<file path="config.mk">
export PLATFORM = sky130hd
export DESIGN_NAME = i2s_tx_flat
export DESIGN_NICKNAME = d
export VERILOG_FILES = /design/src/rtl/i2s_pkg.sv /design/src/rtl/i2s_if.sv /design/src/rtl/i2s_bclk_gen.sv /design/src/rtl/i2s_tx.sv /design/src/flat_wrapper.sv
export SDC_FILE = /design/constraint.sdc
export NUM_CORES = 1
export LEC_CHECK = 0
export BUFFER_PORTS_ARGS = -buffer_cell sky130_fd_sc_hd__buf_2
export CAP_MARGIN = 0
export CORE_MARGIN = 2
export CORE_UTILIZATION = 61
export DETAILED_ROUTE_END_ITERATION = 8
export GPL_TIMING_DRIVEN = 0
export PLACE_DENSITY_LB_ADDON = 0.12
export SKIP_LAST_GASP = 1
export SLEW_MARGIN = 0
export SYNTH_ARGS = -nofsm -noshare
export SYNTH_HDL_FRONTEND = slang
export SYNTH_SLANG_ARGS = --single-unit
</file>
<file path="constraint.sdc">
create_clock -name clk -period 4.6 [get_ports clk]
set_input_delay 0.23 -clock clk [delete_from_list [all_inputs] [get_ports clk]]
set_output_delay 0.23 -clock clk [all_outputs]
set_load 0.005 [all_outputs]
</file>
<file path="src/rtl/i2s_pkg.sv">
// i2s_pkg: LRCK channel encoding and frame geometry shared by the I2S transmit path.
package i2s_pkg;
    localparam logic I2S_LEFT = 1'b0;
    localparam logic I2S_RIGHT = 1'b1;
    function automatic int frame_bits(input int slot_bits);
        return 2 * slot_bits;
    endfunction
endpackage

</file>
<file path="src/rtl/i2s_if.sv">
// i2s_if: valid/ready stereo PCM sample handshake between sample source and I2S transmitter.
interface i2s_if #(
    parameter int SAMPLE_BITS = 16
);
    logic [SAMPLE_BITS-1:0] sample_l;
    logic [SAMPLE_BITS-1:0] sample_r;
    logic sample_valid;
    logic sample_ready;
    modport master (output sample_l, sample_r, sample_valid, input sample_ready);
    modport slave (input sample_l, sample_r, sample_valid, output sample_ready);
endinterface

</file>
<file path="src/rtl/i2s_bclk_gen.sv">
// i2s_bclk_gen: divides clk into the registered I2S bit clock plus edge strobes.
module i2s_bclk_gen #(
    parameter int CLK_DIV = 4
) (
    input  logic clk,
    input  logic resetn,
    output logic bclk,
    output logic rise_evt,
    output logic fall_evt
);
    localparam int CW = CLK_DIV > 1 ? $clog2(CLK_DIV) : 1;
    logic [CW-1:0] div_cnt;
    logic wrap;
    assign wrap = div_cnt == CW'(CLK_DIV - 1);
    // Strobes lead the bclk edge by one clk so dependent flops switch together with bclk.
    assign rise_evt = wrap & ~bclk;
    assign fall_evt = wrap & bclk;
    always_ff @(posedge clk) begin
        if (!resetn) begin
            div_cnt <= '0;
            bclk <= 1'b0;
        end else begin
            div_cnt <= wrap ? '0 : div_cnt + 1'b1;
            bclk <= bclk ^ wrap;
        end
    end
endmodule

</file>
<file path="src/rtl/i2s_tx.sv">
// i2s_tx: I2S master transmitter; serialises stereo PCM pairs MSB-first with the one-BCLK delay.
module i2s_tx
    import i2s_pkg::*;
#(
    parameter int SAMPLE_BITS = 16,
    parameter int SLOT_BITS = 16,
    parameter int CLK_DIV = 4
) (
    input  logic clk,
    input  logic resetn,
    i2s_if.slave src,
    output logic i2s_bclk,
    output logic i2s_lrck,
    output logic i2s_sdata,
    output logic underrun
);
    localparam int FB = frame_bits(SLOT_BITS);
    localparam int BW = $clog2(FB);
    if (SLOT_BITS < SAMPLE_BITS) begin : g_slot_chk
        $error("i2s_tx: SLOT_BITS must be >= SAMPLE_BITS");
    end
    if (CLK_DIV < 1) begin : g_div_chk
        $error("i2s_tx: CLK_DIV must be >= 1");
    end
    logic [SAMPLE_BITS-1:0] hold_l, hold_r;
    logic [SLOT_BITS-1:0] slot_l, slot_r;
    logic [FB-1:0] shreg;
    logic [BW-1:0] b, b_next;
    logic fall_evt, unused_rise, last, load, accept;
    i2s_bclk_gen #(.CLK_DIV(CLK_DIV)) u_bclk (
        .clk(clk),
        .resetn(resetn),
        .bclk(i2s_bclk),
        .rise_evt(unused_rise),
        .fall_evt(fall_evt)
    );
    assign last = b == BW'(FB - 1);
    assign b_next = last ? '0 : b + 1'b1;
    assign load = fall_evt & last;
    assign accept = src.sample_valid & src.sample_ready;
    assign slot_l = SLOT_BITS'(hold_l) << (SLOT_BITS - SAMPLE_BITS);
    assign slot_r = SLOT_BITS'(hold_r) << (SLOT_BITS - SAMPLE_BITS);
    // sample_ready doubles as the holding-empty flag; a load sees only the pre-edge value.
    always_ff @(posedge clk) begin
        if (!resetn) begin
            b <= BW'(FB - 1);
            i2s_lrck <= I2S_RIGHT;
            i2s_sdata <= 1'b0;
            shreg <= '0;
            src.sample_ready <= 1'b1;
            underrun <= 1'b0;
        end else begin
            underrun <= load & src.sample_ready;
            if (fall_evt) begin
                b <= b_next;
                i2s_lrck <= b_next >= BW'(SLOT_BITS) ? I2S_RIGHT : I2S_LEFT;
                i2s_sdata <= shreg[FB-1];
                shreg <= load ? (src.sample_ready ? '0 : {slot_l, slot_r}) : shreg << 1;
            end
            if (accept) begin
                hold_l <= src.sample_l;
                hold_r <= src.sample_r;
            end
            src.sample_ready <= accept ? 1'b0 : (load ? 1'b1 : src.sample_ready);
        end
    end
endmodule
</file>
<file path="src/flat_wrapper.sv">
// flat-port wrapper written by rule: the top's interface ports become plain ports
module i2s_tx_flat import i2s_pkg::*;
#(
    parameter int SAMPLE_BITS = 16,
    parameter int SLOT_BITS = 16,
    parameter int CLK_DIV = 4
)
  (clk, resetn, i2s_bclk, i2s_lrck, i2s_sdata, underrun, src_sample_l, src_sample_r, src_sample_valid, src_sample_ready);
  i2s_if #(.SAMPLE_BITS(SAMPLE_BITS)) src_i ();
  input  logic clk;
  input  logic resetn;
  output logic i2s_bclk;
  output logic i2s_lrck;
  output logic i2s_sdata;
  output logic underrun;
  input wire logic [$bits(src_i.sample_l)-1:0] src_sample_l;
  input wire logic [$bits(src_i.sample_r)-1:0] src_sample_r;
  input wire logic [$bits(src_i.sample_valid)-1:0] src_sample_valid;
  output wire logic [$bits(src_i.sample_ready)-1:0] src_sample_ready;
  assign src_i.sample_l = src_sample_l;
  assign src_i.sample_r = src_sample_r;
  assign src_i.sample_valid = src_sample_valid;
  assign src_sample_ready = src_i.sample_ready;
  i2s_tx #(.SAMPLE_BITS(SAMPLE_BITS), .SLOT_BITS(SLOT_BITS), .CLK_DIV(CLK_DIV)) u_core (.clk(clk), .resetn(resetn), .src(src_i), .i2s_bclk(i2s_bclk), .i2s_lrck(i2s_lrck), .i2s_sdata(i2s_sdata), .underrun(underrun));
endmodule
</file>
==> impl_metrics.json, run 1 <==
{
  "run_status": "finished, final reports clean",
  "clk-insertion-delay-late_ps": 340,
  "power.static_leakage_uw": 0.00145,
  "post-route-util_pct": 73.1,
  "post_cts_resized": 0,
  "netlist_area_um2": 2960,
  "antenna_cells_inserted": 0,
  "cts-root-buf": "sky130_fd_sc_hd__clkbuf_8",
  "worst_setup_skew_after_layout_ps": 5.16,
  "timing_worst_slew_pin_value_ps": 710,
  "p_int_uw": 1040,
  "power.combinational.fraction_pct": 5.3,
  "vdd_drop_max_v": 0.000275,
  "clock_sinks": 75,
  "multi_input_area_um2": 975,
  "power_density_nw_per_um2": 386,
  "worst_path_arrival_ps": 2140,
  "clock_power_share_pct": 40.2,
  "floorplan.core_area_um2": 4690,
  "cp_slowest_stage_delay_ps": 350,
  "synthesized_instance_count": 223,
  "tns_ps": 0,
  "period_needed_ps": 1920,
  "synthesis.nets": 262,
  "clockBufferDepth": 2,
  "postCtsSetupBuffers": 0,
  "synth-seq-cells": 75,
  "ys_seq_area_share_pct": 61.6,
  "antenna_violating_nets_post_route": 0,
  "detailed_route_drc_error_count": 0,
  "fp-row-count": 25,
  "numPlacedInstances": 316,
  "post_route_cells_drive_above_1_share_pct": 36.0,
  "gr-usage-all-layers_pct": 21.8,
  "cts_tree": "yes",
  "fin_crit_sh_pct": 41.7,
  "crit_family": "adder cells",
  "worst_setup_path_end_kind": "flop",
  "cts_max_level": 3,
  "avgRoutedWirePerCell_um": 15.4,
  "critical_path.n_buffers_inverters": 2,
  "ys_warn_count": 0,
  "route.vias.total": 1912,
  "final_replace_weighted_congestion": 0.776,
  "drt_first_iter_violations": 139,
  "p_seq_share_pct": 54.5,
  "critical_path.max_fanout": 10,
  "total_of_hold_buffers_inserted_after_clock_tree_synthesis": 0,
  "register_area_um2": 1820,
  "yosysUniqueCellTypes": 32,
  "whs_ps": 55.5,
  "report.power.total_uw": 1320,
  "worst_hold_path_type": "in2reg",
  "hold_viol_final": 0,
  "die_y_um": 73.6,
  "avgViaCountPerCell": 5.76,
  "finalSetupViolCount": 0,
  "criticalPathCategory": "reg2reg",
  "grt_first_pass_wirelength_um": 8770,
  "max-cap-violations": 0,
  "floorplan.die_area_um2": 5420,
  "pin_count_of_the_biggest_net_entering_global_routing": 33,
  "numPortBuffers": 39,
  "cts_buffers": 9,
  "cp.required_ps": 4820,
  "antenna_violations_before_repair": 0,
  "nFillCells": 330,
  "switchingPower_uw": 279,
  "clock_transition_at_the_register_clock_pins_on_the_worst_setup_and_hold_paths_after_cts_ps": 80,
  "boundaryPins": 40,
  "number_of_global_route_vias_before_repair": 1868,
  "place.detailed.hpwl_um": 3250,
  "slowest_stage": "sky130_fd_sc_hd__dfxtp_1",
  "cp_cell_sequence": "ha_1 -> and3_1 -> ha_1 -> nor2b_4 -> buf_6 -> buf_8 -> a221oi_2 -> nor2_1",
  "timing.max_slew.rel_slack_pct": 52.7,
  "flow.area_growth_from_synthesis_pct": 15.9,
  "nNetsFinal": 312,
  "firstDrtPassIters": 4,
  "finalNonFillerCells": 332,
  "netSwitchingFraction_pct": 21.1,
  "global_route_overflow": 0,
  "fmax_ghz": 0.522,
  "die_w_um": 73.6,
  "initial_utilization_pct": 63.0,
  "drt-total-wl_um": 5110,
  "average_footprint_of_a_synthesized_cell_um2": 13.3,
  "critical-path-top-cell-by-count": "sky130_fd_sc_hd__ha_1",
  "worst_setup_path_start_kind": "flop",
  "timing_max_transition_violations_final": 0,
  "unrepaired_setup_endpoints_after_global_routing": "no"
}
## kinds of logic (layout without fill, tap and decap cells)
logic type      Yosys count  in the layout  share of synthesized area [%]
simple gates             47             47                           7.36
compound gates           72             72                           23.2
flops                    75             75                           61.6
fa+ha+maj                 4              4                           1.69
mux                       2              2                          0.677
buf+inv                  23             78                           5.50
## cell usage after synthesis, drive strengths merged
cell / number / area [µm²]
buf: 11 / 118
a221oi: 31 / 453
a31oi: 1 / 6.26
nor2b: 2 / 20.0
o221ai: 1 / 8.76
and3: 2 / 12.5
o31ai: 1 / 7.51
edfxtp: 32 / 961
nor2: 31 / 116
and2: 1 / 6.26
o21ai: 33 / 165
nor3: 1 / 5.00
a21boi: 2 / 18.8
nand3: 2 / 15.0
inv: 5 / 18.8
nand2: 5 / 18.8
mux2i: 2 / 20.0
dfxtp: 43 / 861
nor3b: 1 / 7.51
clkbuf: 7 / 26.3
o311ai: 3 / 26.3
and3b: 1 / 8.76
or2b: 1 / 7.51
ha: 4 / 50.1
## worst register-to-register path, cell delays in order (launching register included)
cell,delay (ps)
sky130_fd_sc_hd__dfxtp_1,350
sky130_fd_sc_hd__ha_1,240
sky130_fd_sc_hd__and3_1,190
sky130_fd_sc_hd__ha_1,250
sky130_fd_sc_hd__nor2b_4,160
sky130_fd_sc_hd__buf_6,140
sky130_fd_sc_hd__buf_8,150
sky130_fd_sc_hd__a221oi_2,250
sky130_fd_sc_hd__nor2_1,90
## layout by cell type (no fill, tap or decap), types with 2 or more instances in the layout
master,instances
sky130_fd_sc_hd__o21ai_0,33
sky130_fd_sc_hd__dfxtp_1,43
sky130_fd_sc_hd__edfxtp_1,32
sky130_fd_sc_hd__mux2i_1,2
sky130_fd_sc_hd__ha_1,4
sky130_fd_sc_hd__inv_2,2
sky130_fd_sc_hd__a221oi_2,29
sky130_fd_sc_hd__clkinv_2,4
sky130_fd_sc_hd__clkbuf_1,8
sky130_fd_sc_hd__nor2_1,31
sky130_fd_sc_hd__bufinv_16,2
sky130_fd_sc_hd__buf_2,39
sky130_fd_sc_hd__o311ai_0,3
sky130_fd_sc_hd__clkbuf_8,9
sky130_fd_sc_hd__inv_1,3
sky130_fd_sc_hd__buf_6,2
sky130_fd_sc_hd__nand2_1,5
sky130_fd_sc_hd__buf_8,2
sky130_fd_sc_hd__a221oi_1,2
sky130_fd_sc_hd__buf_4,6
## worst paths after layout
| kind | startpoint | endpoint | slack [ps] | cells after the start |
|---|---|---|---|---|
| max | u_core.b[0]$_SDFFE_PN1N_ | u_core.shreg[16]$_SDFFE_PN0N_ | 2680 | 8 |
| min | src_sample_r[10] | u_core.hold_r[10]$_DFFE_PP_ | 60 | 1 |
| max reg2reg | u_core.b[0]$_SDFFE_PN1N_ | u_core.shreg[16]$_SDFFE_PN0N_ | 2680 | 8 |
| min reg2reg | u_core.u_bclk.div_cnt[0]$_SDFF_PP0_ | u_core.u_bclk.div_cnt[0]$_SDFF_PP0_ | 430 | 1 |
## layout make-up
type | count | area share [%]
Multi-Input combinational cell | 125 | 28.4
Buffer | 18 | 4.20
Clock buffer | 10 | 3.72
Tap cell | 54 | 1.97
Inverter | 5 | 0.547
Sequential cell | 75 | 53.1
Clock inverter | 6 | 2.33
Timing Repair Buffer | 39 | 5.69
## stage by stage
| stage | cell area, µm² | setup WS [ps] |
|---|---|---|
| after floorplan | 2960 | 2880 |
| after global placement | 3220 | 2600 |
| after detailed placement | 3220 | 2540 |
| after CTS | 3430 | 2530 |
| after global routing | 3430 | 2600 |
| final | 3430 | 2680 |
## power by group through the flow
stage                     Combinational (µW)  Sequential (µW)  Clock (µW)
after global placement                  69.2              737           0
after detailed placement                70.8              737           0
final                                   70.5              722         532
after CTS                               71.5              722         544
after global routing                    77.9              723         575
after floorplan                         44.9              735           0
## per-layer routing
layer | part of all wire (%) | up-vias | GRT usage [%]
met2 | 47 | 37 | 32.3
met5 | 0 | - | 0
met1 | 48 | 916 | 29.6
met3 | 3.3 | 9 | 5.35
li1 | - | 950 | -
met4 | 1.7 | 0 | 11.9
## registers in the layout, indices dropped and copies added, names as in the netlist
signal                   count
u_core.b                     5
u_core.i2s_sdata             1
u_core.u_bclk.bclk           1
u_core.shreg                32
u_core.hold_r               16
u_core.u_bclk.div_cnt        2
u_core.hold_l               16
u_core.src.sample_ready      1
u_core.underrun              1
Power figures use the tool's default switching activity.
==> run 2: changes to the inputs <==
CORE_UTILIZATION = 51   (was 61)
clock period = 1.7 ns   (was 4.6 ns; I/O delays follow)
==> impl_metrics.json, run 2 (same netlist as run 1, synthesis figures left out) <==
{
  "fin_crit_sh_pct": 97.9,
  "critical-path-top-cell-by-count": "sky130_fd_sc_hd__ha_4",
  "cts_max_level": 3,
  "final_common_cell": "sky130_fd_sc_hd__dfxtp_1",
  "timing_max_transition_violations_final": 0,
  "cts_tree": "yes",
  "period_needed_ps": 1660,
  "nNetsFinal": 348,
  "floorplan.core_area_um2": 5540,
  "clk-insertion-delay-late_ps": 350,
  "power_density_nw_per_um2": 929,
  "unrepaired_setup_endpoints_after_global_routing": "yes",
  "avgViaCountPerCell": 5.34,
  "numPortBuffers": 39,
  "most-common-layout-cells": "41 x sky130_fd_sc_hd__dfxtp_1, 39 x sky130_fd_sc_hd__buf_2, 33 x sky130_fd_sc_hd__o21ai_0",
  "firstDrtPassIters": 4,
  "cp_cell_sequence": "ha_4 -> and3_4 -> ha_4 -> nor2b_4 -> buf_12 -> nand3_2 -> a21boi_2",
  "largest_register_ffs": 32,
  "nFillCells": 397,
  "final_replace_weighted_congestion": 0.806,
  "avgRoutedWirePerCell_um": 15.3,
  "run_status": "finished, final reports clean",
  "largest_registers": "u_core.shreg (32), u_core.hold_l (16), u_core.hold_r (16)",
  "clockBufferDepth": 2,
  "antenna_cells_inserted": 0,
  "fmax_ghz": 0.601,
  "cts-root-buf": "sky130_fd_sc_hd__clkbuf_8",
  "antenna_violations_before_repair": 0,
  "number_of_global_route_vias_before_repair": 2094,
  "drt_first_iter_violations": 89,
  "cp_slowest_stage_delay_ps": 380,
  "floorplan.die_area_um2": 6420,
  "critical_path.max_fanout": 10,
  "die_y_um": 80.2,
  "cp.required_ps": 1980,
  "worst_setup_path_end_kind": "flop",
  "timing.max_slew.rel_slack_pct": 71.0,
  "max-cap-violations": 0,
  "largest-register": "u_core.shreg",
  "vdd_drop_max_v": 0.000597,
  "clock_sinks": 75,
  "register_area_um2": 1830,
  "slowest_stage": "sky130_fd_sc_hd__dfxtp_4",
  "pin_count_of_the_biggest_net_entering_global_routing": 23,
  "fp-row-count": 27,
  "worst_setup_skew_after_layout_ps": 8.34,
  "worst_hold_path_type": "in2reg",
  "worst_path_arrival_ps": 1940,
  "clock_transition_at_the_register_clock_pins_on_the_worst_setup_and_hold_paths_after_cts_ps": 70,
  "worst-r2r-setup-slack_ps": 40,
  "antenna_violating_nets_post_route": 0,
  "finalSetupViolCount": 0,
  "detailed_route_drc_error_count": 0,
  "place.detailed.hpwl_um": 3450,
  "multi_input_area_um2": 1040,
  "hold_viol_final": 0,
  "timing_worst_slew_pin_value_ps": 435,
  "global_route_overflow": 0,
  "flow.area_growth_from_synthesis_pct": 33.2,
  "layout.cell_area.non_filler_um2": 3940,
  "postPlaceCellArea_um2": 3270,
  "gr-usage-all-layers_pct": 20.3,
  "criticalPathCategory": "reg2reg",
  "drt-total-wl_um": 5910,
  "initial_utilization_pct": 53.4,
  "cts_buffers": 9,
  "route.vias.total": 2063,
  "grt_first_pass_wirelength_um": 9830,
  "worst_setup_path_start_kind": "flop",
  "die_w_um": 80.2,
  "post_route_cells_drive_above_1_share_pct": 34.7,
  "boundaryPins": 40,
  "post-route-util_pct": 71.1,
  "power.static_leakage_uw": 0.00162
}
==> run 2: metrics by stage <==
| step | worst slack, ps | setup TNS, ps | std cells | hold slack, ps | total power, µW |
|---|---|---|---|---|---|
| finish | 36.4 | 0 | 386 | 77.1 | 3660 |
| CTS | -6.47 | -10.3 | 383 | 62.1 | 3670 |
| global route | -37.9 | -232 | 386 | 76.3 | 3790 |
| detailed placement | -135 | -3020 | 335 | 263 | 2200 |
| floorplan | 11.5 | 0 | 223 | 184 | 2110 |
| global placement | -357 | -13460 | 334 | 261 | 2180 |
==> run 2: final timing paths <==
kind                                                     startpoint                              endpoint  cells past startpoint
worst max-delay path                       u_core.b[1]$_SDFFE_PN1N_          u_core.shreg[0]$_SDFFE_PN0N_                      7
worst min-delay path                               src_sample_valid  u_core.src.sample_ready$_SDFFE_PN1P_                      3
worst max register to register             u_core.b[1]$_SDFFE_PN1N_          u_core.shreg[0]$_SDFFE_PN0N_                      7
worst min register to register  u_core.u_bclk.div_cnt[0]$_SDFF_PP0_   u_core.u_bclk.div_cnt[0]$_SDFF_PP0_                      1
==> run 2: routing by layer <==
metal	track usage (%)	vias to the layer above	share of wire, %
li1	-	1024	-
met1	24.4	979	43
met2	34.3	51	51
met3	7.53	9	4.4
met4	5.42	0	1.3
met5	0	-	0
==> run 2: what timing repair did <==
item	CTS	global route
cloned	0	1
hold buffers	32	0
buffers inserted	1	2
hold endpoints to repair	32	0
pin swaps	6	6
endpoints found under the setup margin	32	55
resized for setup	7	17
==> run 2: final cells by class <==
type                            count  share of cell area (%)
Sequential cell                    75                    46.4
Multi-Input combinational cell    125                    26.4
Timing Repair Buffer               76                    15.0
Buffer                             17                    4.16
Clock buffer                       10                    3.24
Tap cell                           72                    2.29
Clock inverter                      6                    2.03
Inverter                            5                   0.476
==> run 2: worst max-delay path: cells and delay by family, from the launching register on <==
| kind | cells | cell delay, ps |
|---|---|---|
| DFF | 1 | 380 |
| and+or+nand+nor | 3 | 610 |
| adders and majority gates | 2 | 300 |
| AOI/OAI and AO/OA | 1 | 120 |
| buffers and inverters | 1 | 190 |
==> run 2: power breakdown <==
group | switching, µW | internal (µW) | leakage [µW]
clock network | 616 | 815 | 0.000103
registers | 26.9 | 1930 | 0.000643
logic | 128 | 150 | 0.000869
